<file path="src/rtl/amt_recovery_sequencer_pkg.sv">
// Shared types and defaults for the AMT -> RMT recovery walk.
// Latency: n/a (types, constants and a constant function only).
// Backpressure: n/a.
package amt_recovery_sequencer_pkg;

    // Global core sizing constants the sequencer defaults track.
    localparam int SIZE_RMT     = 34;
    localparam int SIZE_RMT_LOG = 6;
    localparam int COMMIT_WIDTH = 4;

    localparam int DEF_NUM_LOG_REGS = SIZE_RMT;
    localparam int DEF_LOG_W        = SIZE_RMT_LOG;
    localparam int DEF_WIDTH        = COMMIT_WIDTH;

    typedef enum logic [1:0] {
        ST_IDLE  = 2'd0,
        ST_DRAIN = 2'd1,
        ST_WALK  = 2'd2,
        ST_DONE  = 2'd3
    } rec_state_t;

    // Number of WIDTH-wide groups needed to cover n entries.
    function automatic int num_groups(input int n, input int w);
        return (n + w - 1) / w;
    endfunction

endpackage

</file>
<file path="src/rtl/amt_recovery_sequencer_if.sv">
// Recovery-walk bus between ActiveList / AMT read ports / RMT write ports and the sequencer.
// Latency: n/a (wires only).
// Backpressure: none; commit_any_i must drain before the walk starts, stall_o holds the pipe.
// Ports: master = ActiveList/commit side (drives request and commit activity),
//        slave  = the sequencer (drives AMT read addresses, RMT writes and status).
interface amt_recovery_sequencer_if
    import amt_recovery_sequencer_pkg::*;
#(
    parameter int LOG_W = DEF_LOG_W,
    parameter int WIDTH = DEF_WIDTH
);
    logic                     recover_req_i;
    logic                     commit_any_i;
    logic [WIDTH*LOG_W-1:0]   amt_rd_addr_o;
    logic [WIDTH-1:0]         rmt_we_o;
    logic [WIDTH*LOG_W-1:0]   rmt_wr_addr_o;
    logic                     stall_o;
    logic                     recover_busy_o;
    logic                     recover_done_o;

    modport master (
        output recover_req_i, commit_any_i,
        input  amt_rd_addr_o, rmt_we_o, rmt_wr_addr_o,
        input  stall_o, recover_busy_o, recover_done_o
    );

    modport slave (
        input  recover_req_i, commit_any_i,
        output amt_rd_addr_o, rmt_we_o, rmt_wr_addr_o,
        output stall_o, recover_busy_o, recover_done_o
    );
endinterface

</file>
<file path="src/rtl/amt_recovery_sequencer_lane_gen.sv">
// amt_recover_lane_gen: expands a group base index into WIDTH lane addresses and a valid mask.
// Latency: combinational, zero cycles.
// Backpressure: none.
// Ports: base (group start index) -> addr (lane k at [k*LOG_W +: LOG_W]), mask (lane k valid iff base+k < NUM_LOG_REGS).
module amt_recover_lane_gen
    import amt_recovery_sequencer_pkg::*;
#(
    parameter int NUM_LOG_REGS = DEF_NUM_LOG_REGS,
    parameter int LOG_W        = DEF_LOG_W,
    parameter int WIDTH        = DEF_WIDTH
) (
    input  logic [LOG_W-1:0]         base,
    output logic [WIDTH*LOG_W-1:0]   addr,
    output logic [WIDTH-1:0]         mask
);

    // One extra bit so base+k past the table end compares correctly
    // instead of wrapping back into range.
    logic [LOG_W:0] lane_sum;

    always_comb begin
        addr     = '0;
        mask     = '0;
        lane_sum = '0;
        for (int k = 0; k < WIDTH; k++) begin
            lane_sum                 = {1'b0, base} + (LOG_W+1)'(k);
            addr[k*LOG_W +: LOG_W]   = lane_sum[LOG_W-1:0];
            mask[k]                  = (lane_sum < (LOG_W+1)'(NUM_LOG_REGS));
        end
    end

endmodule

</file>
<file path="src/rtl/amt_recovery_sequencer.sv">
// Sequences the AMT -> RMT restore walk after a flush: drain commits, walk WIDTH entries/cycle, pulse done.
// Latency: request (no commit) at T -> RMT writes T+1..T+ceil(N/WIDTH), done one cycle later.
// Backpressure: holds stall_o through DRAIN/WALK/DONE; repeated requests while active are absorbed.
// Ports: clk, reset (sync, active-high), bus (slave modport of amt_recovery_sequencer_if).
module amt_recovery_sequencer
    import amt_recovery_sequencer_pkg::*;
#(
    parameter int NUM_LOG_REGS = DEF_NUM_LOG_REGS,
    parameter int LOG_W        = DEF_LOG_W,
    parameter int WIDTH        = DEF_WIDTH
) (
    input  logic                       clk,
    input  logic                       reset,
    amt_recovery_sequencer_if.slave    bus
);

    localparam int LAST_BASE = (num_groups(NUM_LOG_REGS, WIDTH) - 1) * WIDTH;

    rec_state_t                state;
    logic [LOG_W-1:0]          base;
    logic [LOG_W:0]            base_sum;
    logic                      walk_last;
    logic [LOG_W-1:0]          gen_base;
    logic [WIDTH*LOG_W-1:0]    gen_addr;
    logic [WIDTH-1:0]          gen_mask;

    logic [WIDTH*LOG_W-1:0]    addr_q;
    logic [WIDTH-1:0]          we_q;
    logic                      stall_q;
    logic                      busy_q;
    logic                      done_q;

    // Sum kept one bit wider so the final step past the table end never wraps.
    assign base_sum  = {1'b0, base} + (LOG_W+1)'(WIDTH);
    assign walk_last = (base_sum >= (LOG_W+1)'(NUM_LOG_REGS));

    // Outputs are registered, so the lane generator looks at the base the
    // next cycle will present: the following group while walking, group 0
    // when the walk is about to start.
    assign gen_base = (state == ST_WALK) ? base_sum[LOG_W-1:0] : '0;

    amt_recover_lane_gen #(
        .NUM_LOG_REGS (NUM_LOG_REGS),
        .LOG_W        (LOG_W),
        .WIDTH        (WIDTH)
    ) u_lane_gen (
        .base (gen_base),
        .addr (gen_addr),
        .mask (gen_mask)
    );

    always_ff @(posedge clk) begin
        if (reset) begin
            state   <= ST_IDLE;
            base    <= '0;
            addr_q  <= '0;
            we_q    <= '0;
            stall_q <= 1'b0;
            busy_q  <= 1'b0;
            done_q  <= 1'b0;
        end else begin
            case (state)
                ST_IDLE: begin
                    if (bus.recover_req_i) begin
                        stall_q <= 1'b1;
                        busy_q  <= 1'b1;
                        if (bus.commit_any_i) begin
                            state <= ST_DRAIN;
                        end else begin
                            state  <= ST_WALK;
                            base   <= '0;
                            addr_q <= gen_addr;
                            we_q   <= gen_mask;
                        end
                    end
                end
                // A commit sampled this cycle is still writing the AMT, so
                // the walk waits for the first commit-free cycle.
                ST_DRAIN: begin
                    if (!bus.commit_any_i) begin
                        state  <= ST_WALK;
                        base   <= '0;
                        addr_q <= gen_addr;
                        we_q   <= gen_mask;
                    end
                end
                ST_WALK: begin
                    if (walk_last) begin
                        state  <= ST_DONE;
                        we_q   <= '0;
                        busy_q <= 1'b0;
                        done_q <= 1'b1;
                    end else begin
                        base   <= base_sum[LOG_W-1:0];
                        addr_q <= gen_addr;
                        we_q   <= gen_mask;
                    end
                end
                ST_DONE: begin
                    state   <= ST_IDLE;
                    done_q  <= 1'b0;
                    stall_q <= 1'b0;
                end
                default: begin
                    state <= ST_IDLE;
                end
            endcase
        end
    end

    assign bus.amt_rd_addr_o  = addr_q;
    assign bus.rmt_wr_addr_o  = addr_q;
    assign bus.rmt_we_o       = we_q;
    assign bus.stall_o        = stall_q;
    assign bus.recover_busy_o = busy_q;
    assign bus.recover_done_o = done_q;

    // Commits cannot legally overlap the walk; the AMT would change under the read.
    commit_during_walk: assert property (
        @(posedge clk) disable iff (reset)
        (state == ST_WALK) |-> !bus.commit_any_i
    );

    // The walk must terminate exactly on the last group.
    walk_ends_on_last_group: assert property (
        @(posedge clk) disable iff (reset)
        (state == ST_WALK && walk_last) |-> (base == LOG_W'(LAST_BASE))
    );

endmodule

</file>
<file path="src/flat_wrapper.sv">
// flat-port wrapper written by rule: the top's interface ports become plain ports
module amt_recovery_sequencer_flat import amt_recovery_sequencer_pkg::*;
#(
    parameter int NUM_LOG_REGS = DEF_NUM_LOG_REGS,
    parameter int LOG_W        = DEF_LOG_W,
    parameter int WIDTH        = DEF_WIDTH
)
  (clk, reset, bus_recover_req_i, bus_commit_any_i, bus_amt_rd_addr_o, bus_rmt_we_o, bus_rmt_wr_addr_o, bus_stall_o, bus_recover_busy_o, bus_recover_done_o);
  amt_recovery_sequencer_if #(.LOG_W(LOG_W), .WIDTH(WIDTH)) bus_i ();
  input  logic clk;
  input  logic reset;
  input wire logic [$bits(bus_i.recover_req_i)-1:0] bus_recover_req_i;
  input wire logic [$bits(bus_i.commit_any_i)-1:0] bus_commit_any_i;
  output wire logic [$bits(bus_i.amt_rd_addr_o)-1:0] bus_amt_rd_addr_o;
  output wire logic [$bits(bus_i.rmt_we_o)-1:0] bus_rmt_we_o;
  output wire logic [$bits(bus_i.rmt_wr_addr_o)-1:0] bus_rmt_wr_addr_o;
  output wire logic [$bits(bus_i.stall_o)-1:0] bus_stall_o;
  output wire logic [$bits(bus_i.recover_busy_o)-1:0] bus_recover_busy_o;
  output wire logic [$bits(bus_i.recover_done_o)-1:0] bus_recover_done_o;
  assign bus_i.recover_req_i = bus_recover_req_i;
  assign bus_i.commit_any_i = bus_commit_any_i;
  assign bus_amt_rd_addr_o = bus_i.amt_rd_addr_o;
  assign bus_rmt_we_o = bus_i.rmt_we_o;
  assign bus_rmt_wr_addr_o = bus_i.rmt_wr_addr_o;
  assign bus_stall_o = bus_i.stall_o;
  assign bus_recover_busy_o = bus_i.recover_busy_o;
  assign bus_recover_done_o = bus_i.recover_done_o;
  amt_recovery_sequencer #(.NUM_LOG_REGS(NUM_LOG_REGS), .LOG_W(LOG_W), .WIDTH(WIDTH)) u_core (.clk(clk), .reset(reset), .bus(bus_i));
endmodule
</file>
<file path="config.mk">
export PLATFORM = sky130hd
export DESIGN_NAME = amt_recovery_sequencer_flat
export DESIGN_NICKNAME = d
export VERILOG_FILES = /design/src/rtl/amt_recovery_sequencer_pkg.sv /design/src/rtl/amt_recovery_sequencer_if.sv /design/src/rtl/amt_recovery_sequencer_lane_gen.sv /design/src/rtl/amt_recovery_sequencer.sv /design/src/flat_wrapper.sv
export SDC_FILE = /design/constraint.sdc
export NUM_CORES = 1
export LEC_CHECK = 0
export CAP_MARGIN = 20
export CORE_ASPECT_RATIO = 1.4
export CORE_MARGIN = 2
export CORE_UTILIZATION = 35
export CTS_BUF_LIST = sky130_fd_sc_hd__clkbuf_4 sky130_fd_sc_hd__clkbuf_8
export DETAILED_ROUTE_END_ITERATION = 8
export GPL_TIMING_DRIVEN = 1
export PLACE_DENSITY = 0.66
export SETUP_SLACK_MARGIN = 0.02
export SLEW_MARGIN = 20
export SYNTH_ARGS = -nofsm -noshare
export SYNTH_HDL_FRONTEND = slang
export SYNTH_SLANG_ARGS = --single-unit
</file>
<file path="constraint.sdc">
create_clock -name clk -period 2.3 [get_ports clk]
set_input_delay 0.46 -clock clk [delete_from_list [all_inputs] [get_ports clk]]
set_output_delay 0.46 -clock clk [all_outputs]
set_load 0.005 [all_outputs]
</file>
# Word level (Yosys, flattened, before mapping)
# Index checks and enable logic that the tools add are counted.
# totals
input_bits	4
output_inout_bits	55
reg_bits	39
# op_classes
n_addsub	4
n_eq_ne	7
order_cmp	5
n_mux	24
n_reduce_logical	11
# op_table
cell	n
$mux W24	3
$pmux W24 S3	1
$mux W6	4
$lt A7 B6 Y1 const B	3
$pmux W6 S3	1
$add A6 B2 Y7 const B	2
$mux W4	3
$pmux W4 S3	1
$reduce_and A3 Y1	3
$mux W2	4
$pmux W2 S4	1
$add A6 B1 Y7 const B	1
$add A6 B3 Y7 const B	1
$ge A7 B6 Y1 const B	1
$lt A6 B6 Y1 const B	1
$ne A2 B2 Y1 const B	3
$pmux W1 S2	3
$reduce_and A2 Y1	3
$reduce_bool A2 Y1	3
$eq A2 B2 Y1 const B	2
$mux W1	3
$reduce_bool A3 Y1	1
$eq A2 B1 Y1 const B	1
$logic_not A2 Y1	1
$ne A2 B1 Y1 const B	1

# Longest topological paths before layout
# logic_depth
word_depth	7
ltp_mapped	10
ltp_nobuf	9

# Cells and area by module
# A second synthesis with hierarchy kept.
# unflattened
cells_unflattened	270
hier_area_um2	2312.2
# modules_own_cells
module	seq_area_each_um2	area_per_inst_um2	cells_each	instances
amt_recovery_sequencer	740.7	1896.8	215	1
amt_recover_lane_gen	0.0	415.4	55	1

# Worst setup path before layout
# OpenSTA, ideal clock, no wires.
# synth_path
kind	reg-to-reg
start	register u_core.base[2]
end	register u_core.base[2]
slack_ps	429
t_required_ps	2163
path_stages_with_launch	6
t_arrival_ps	1734
path_buffers	0
setup_ps	137
path_cell_list	dfxtp_1 > ha_1 > or2_2 > a21o_1 > a31oi_2 > o22ai_1
# synth_via
elab_chain_len	4
elab_cells_between_ends	8
cone_classes	1 x add/sub; 1 x order compare; 1 x eq/ne; 4 x mux; 1 x reduce/logical
# synth_lines
item	line_no	source
start: declaration	amt_recovery_sequencer.sv:20	logic [LOG_W-1:0] base;
start signal: assignment	amt_recovery_sequencer.sv:94	base <= base_sum[LOG_W-1:0];
$add A6 B3 Y7	amt_recovery_sequencer.sv:34	assign base_sum = {1'b0, base} + (LOG_W+1)'(WIDTH);
$ge A7 B6 Y1	amt_recovery_sequencer.sv:35	assign walk_last = (base_sum >= (LOG_W+1)'(NUM_LOG_REGS));
$ne A2 B2 Y1 (no line)	-	
$reduce_and A3 Y1 (no line)	-	
# Several ways; a longest one is shown, not always the timed one. The select of a mux whose other input is x is not followed.
# A chain may end at the register's enable or synchronous reset.

# Worst setup path after layout
# layout_path
start	register u_core.base[2]
end	register u_core.we_q[3] (netlist: u_core.bus.rmt_we_o[3])
# layout_via
elab_chain_len	7
elab_cells_between_ends	9
cone_classes	2 x add/sub; 2 x order compare; 5 x mux
# layout_lines
item	line_no	source
$add A6 B3 Y7 (*)	amt_recovery_sequencer.sv:34	
$mux W6	amt_recovery_sequencer.sv:40	assign gen_base = (state == ST_WALK) ? base_sum[LOG_W-1:0] : '0;
$add A6 B2 Y7	amt_recovery_sequencer_lane_gen.sv:26	lane_sum = {1'b0, base} + (LOG_W+1)'(k);
$lt A7 B6 Y1	amt_recovery_sequencer_lane_gen.sv:28	mask[k] = (lane_sum < (LOG_W+1)'(NUM_LOG_REGS));
$mux W4	amt_recovery_sequencer.sv:67, amt_recovery_sequencer.sv:80	
$mux W4	amt_recovery_sequencer.sv:64	if (bus.recover_req_i) begin
$pmux W4 S3 (*)	amt_recovery_sequencer.sv:62	case (state)
end signal: assignment	amt_recovery_sequencer.sv:73	we_q <= gen_mask;
end signal: assignment	amt_recovery_sequencer.sv:84	we_q <= gen_mask;
end signal: assignment	amt_recovery_sequencer.sv:96	we_q <= gen_mask;
end: declaration	amt_recovery_sequencer.sv:28	logic [WIDTH-1:0] we_q;
# Every way passes the cells marked *; elsewhere a longest branch is shown, timed or not. The select of a mux whose other input is x is not followed.

==> run_results.csv <==
group,metric,value,unit
status,status,"finished clean",
place,gp_congestion,0.849,
synth,synth-seq-cells,23,
clocking,cts_max_level,1,
synth,synthArstFlopShare,0,
setup_path,end_kind,"flop",
sta,fin_worst_skew,0.00635,ns
global_route,grt_pass1_wl,5380,microns
synth,synth_edf_count,0,
sta,fmax,0.498,GHz
synth,yosysWarningCount,0,
clocking,cts_max_path_buffers,2,
clocking,cts_setup_buffers,0,
setup_path,path_class,"reg2reg",
sta,finalSetupViolations,0,
synth,syn_area,1550,sq um
setup_path,r2r.worst_path.cells,5,
detailed_routing,drt-initial-drc-count,26,
global_route,grt_max_degree,15,
sta,hold_viol_final,0,
clocking,cts_sinks,23,
power_and_ir_drop,power_density,794,nW/um^2
layout,drive_above_1_share,0.0963,
worst_hold_path,hold_end,"u_core.bus.recover_done_o",
synth,synth.distinct_cells,41,
layout,nNetsFinal,231,
layout,area_growth,32.2,%
power_and_ir_drop,p_leak,0.773,nW
setup_path,worst_ep_required_time,2.46,ns
synth,synthFlopType,"dfxtp_1",
place,port_buffers,56,
clocking,cts_buffers,3,
synth,synth.most_common_cell,"buf_4",
detailed_routing,drc,0,
detailed_routing,detail-route-antenna-nets,0,
synth,synth_top_area_share,0.297,
floorplanning,start_util,0.366,
detailed_routing,dr.pass1.iters,4,
layout,final_core_util,0.483,
worst_hold_path,hold_depth,2,
layout,diodes,0,
worst_hold_path,min-delay-start,"u_core.bus.recover_done_o",
synth,netlist_top_cells_count,"buf_4, dfxtp_1, nand2_1",
detailed_routing,route.detailed.wl_per_inst,12.3,microns
setup_path,cp.arrival,2.17,ns
sta,min_period_over_period,0.873,
flow_run,max_cap_viol_count,0,
clocking,hold_buffers,0,
floorplanning,die_w,60.2,microns
synth,yosys-top-cells-area,"dfxtp_1, buf_4, ha_1",
floorplanning,ios,59,
clocking,clk_latency,0.27,ns
clocking,clk_pin_slew,0.09,ns
floorplanning,fp.coreArea,4240,sq um
sta,period_needed,2.01,ns
detailed_routing,vias_per_cell,4.91,
clocking,cts_root_buf,"clkbuf_8",
sta,rsz0062_at_grt,"false",
detailed_routing,vias,1366,
global_route,grt_pass1_vias,1229,
setup_path,cp-start-kind,"flop",
setup_path,reg2reg_to,"u_core.bus.rmt_we_o[3]",
clocking,cts_tree,"done",
global_route,antenna_found_initial,0,
synth,seq_area_frac_synth,0.297,
global_route,grt_overflow,0,
setup_path,r2r_slack,0.29,ns
floorplanning,die_h,82.7,microns
floorplanning,rows,28,
clocking,cts_resized,0,
place,hpwl,2700,microns
setup_path,r2r-start,"u_core.base[2]",
synth,syn-instance-count,183,
global_route,grt_util_all_layers,0.140,
synth,avgSynthCellArea,8.47,sq um
sta,slew_violations,0,
synth,synth_largest_area_cell,"dfxtp_1",
floorplanning,die_area,4980,sq um
sta,setup_tns,0,ns
setup_path,critPathMaxFanout,7,
power_and_ir_drop,vdd_drop_max,0.000559,V
detailed_routing,wirelength,3430,microns
worst_hold_path,hold_path_class,"reg2reg",
## critical path: stages (launching register included)
cell and delay, ns:
dfxtp_1 0.32, ha_1 0.40, or2_2 0.35, a21oi_2 0.28, nor3_1 0.15, o41ai_1 0.39
## sequential cells by signal (all words and copies together), names as in the netlist
name                       cells
u_core.bus.amt_rd_addr_o      11
u_core.bus.rmt_we_o            4
u_core.base                    3
u_core.state                   2
u_core.bus.recover_busy_o      1
u_core.bus.recover_done_o      1
u_core.bus.stall_o             1
## final cells by class
| cell class | count | area, sq um |
|---|---|---|
| Clock buffer | 3 | 41.3 |
| Clock inverter | 1 | 7.51 |
| Fill cell | 428 | 2190 |
| Inverter | 10 | 37.5 |
| Multi-Input combinational cell | 115 | 792 |
| Sequential cell | 23 | 460 |
| Tap cell | 60 | 75.1 |
| Timing Repair Buffer | 66 | 636 |
## cells by family after synthesis
| kind of cell | Yosys count | share of synthesized area |
|---|---|---|
| simple gates | 48 | 0.151 |
| buf+inv | 48 | 0.199 |
| compound gates | 43 | 0.216 |
| flops | 23 | 0.297 |
| fa+ha+maj | 8 | 0.0646 |
| xor+xnor | 6 | 0.0339 |
| mux | 5 | 0.0331 |
| other cells | 2 | 0.00484 |
## metrics by stage
step           std cells  worst slack (ns)  cell area (sq um)  hold slack (ns)  power (mW)
3_3_place_gp         274             0.274               2000            0.462        1.36
5_1_grt              278             0.148               2050            0.492        1.74
3_5_place_dp         274             0.244               2000            0.466        1.38
6_report             278             0.291               2050            0.472        1.63
4_1_cts              278             0.251               2050            0.478        1.65
2_1_floorplan        186             0.429               1560            0.459        1.05
## metal layers
metal	vias to the layer above	GRT usage	share of wire
met5	-	0	0
met4	0	0.0622	0.011
met3	4	0.0156	0.054
met2	47	0.251	0.50
met1	640	0.164	0.44
li1	675	-	-
## worst max path at each step
stage | start | end | slack (ns) | cells after the start
floorplan | u_core.base[2] | u_core.base[2] | 0.43 | 5
global placement | bus_recover_req_i | u_core.bus.amt_rd_addr_o[22] | 0.27 | 6
detailed placement | bus_recover_req_i | u_core.bus.amt_rd_addr_o[22] | 0.24 | 6
CTS | u_core.base[2] | u_core.bus.rmt_we_o[3] | 0.25 | 5
global route | u_core.base[2] | u_core.bus.rmt_we_o[3] | 0.15 | 5
finish | u_core.base[2] | u_core.bus.rmt_we_o[3] | 0.29 | 5
## layout by cell type (no fill, tap or decap), types with 2 or more instances in the layout
cell | synthesis | routed
ha_1 | 8 | 8
o211ai_1 | 3 | 3
o21ai_0 | 3 | 3
clkbuf_8 | 0 | 3
nand4_1 | 3 | 3
nand3_1 | 8 | 8
a311oi_1 | 2 | 2
nor3_1 | 5 | 5
nand2b_1 | 3 | 3
nand2_1 | 16 | 16
nor2_1 | 4 | 4
nor2b_1 | 6 | 6
o31ai_1 | 5 | 5
clkdlybuf4s50_1 | 0 | 56
conb_1 | 2 | 5
inv_1 | 10 | 10
xnor2_1 | 6 | 6
mux2i_1 | 4 | 4
o21a_1 | 4 | 4
o32ai_1 | 2 | 2
o211a_1 | 2 | 2
buf_4 | 34 | 10
a21oi_1 | 6 | 6
o41ai_1 | 4 | 4
dfxtp_1 | 23 | 23
## power by group
group,internal [mW],total [mW],switching [mW]
sequential,0.467,0.526,0.0587
clock,0.123,0.261,0.139
combinational,0.442,0.839,0.397
total,1.03,1.63,0.594
Power figures use the tool's default switching activity.
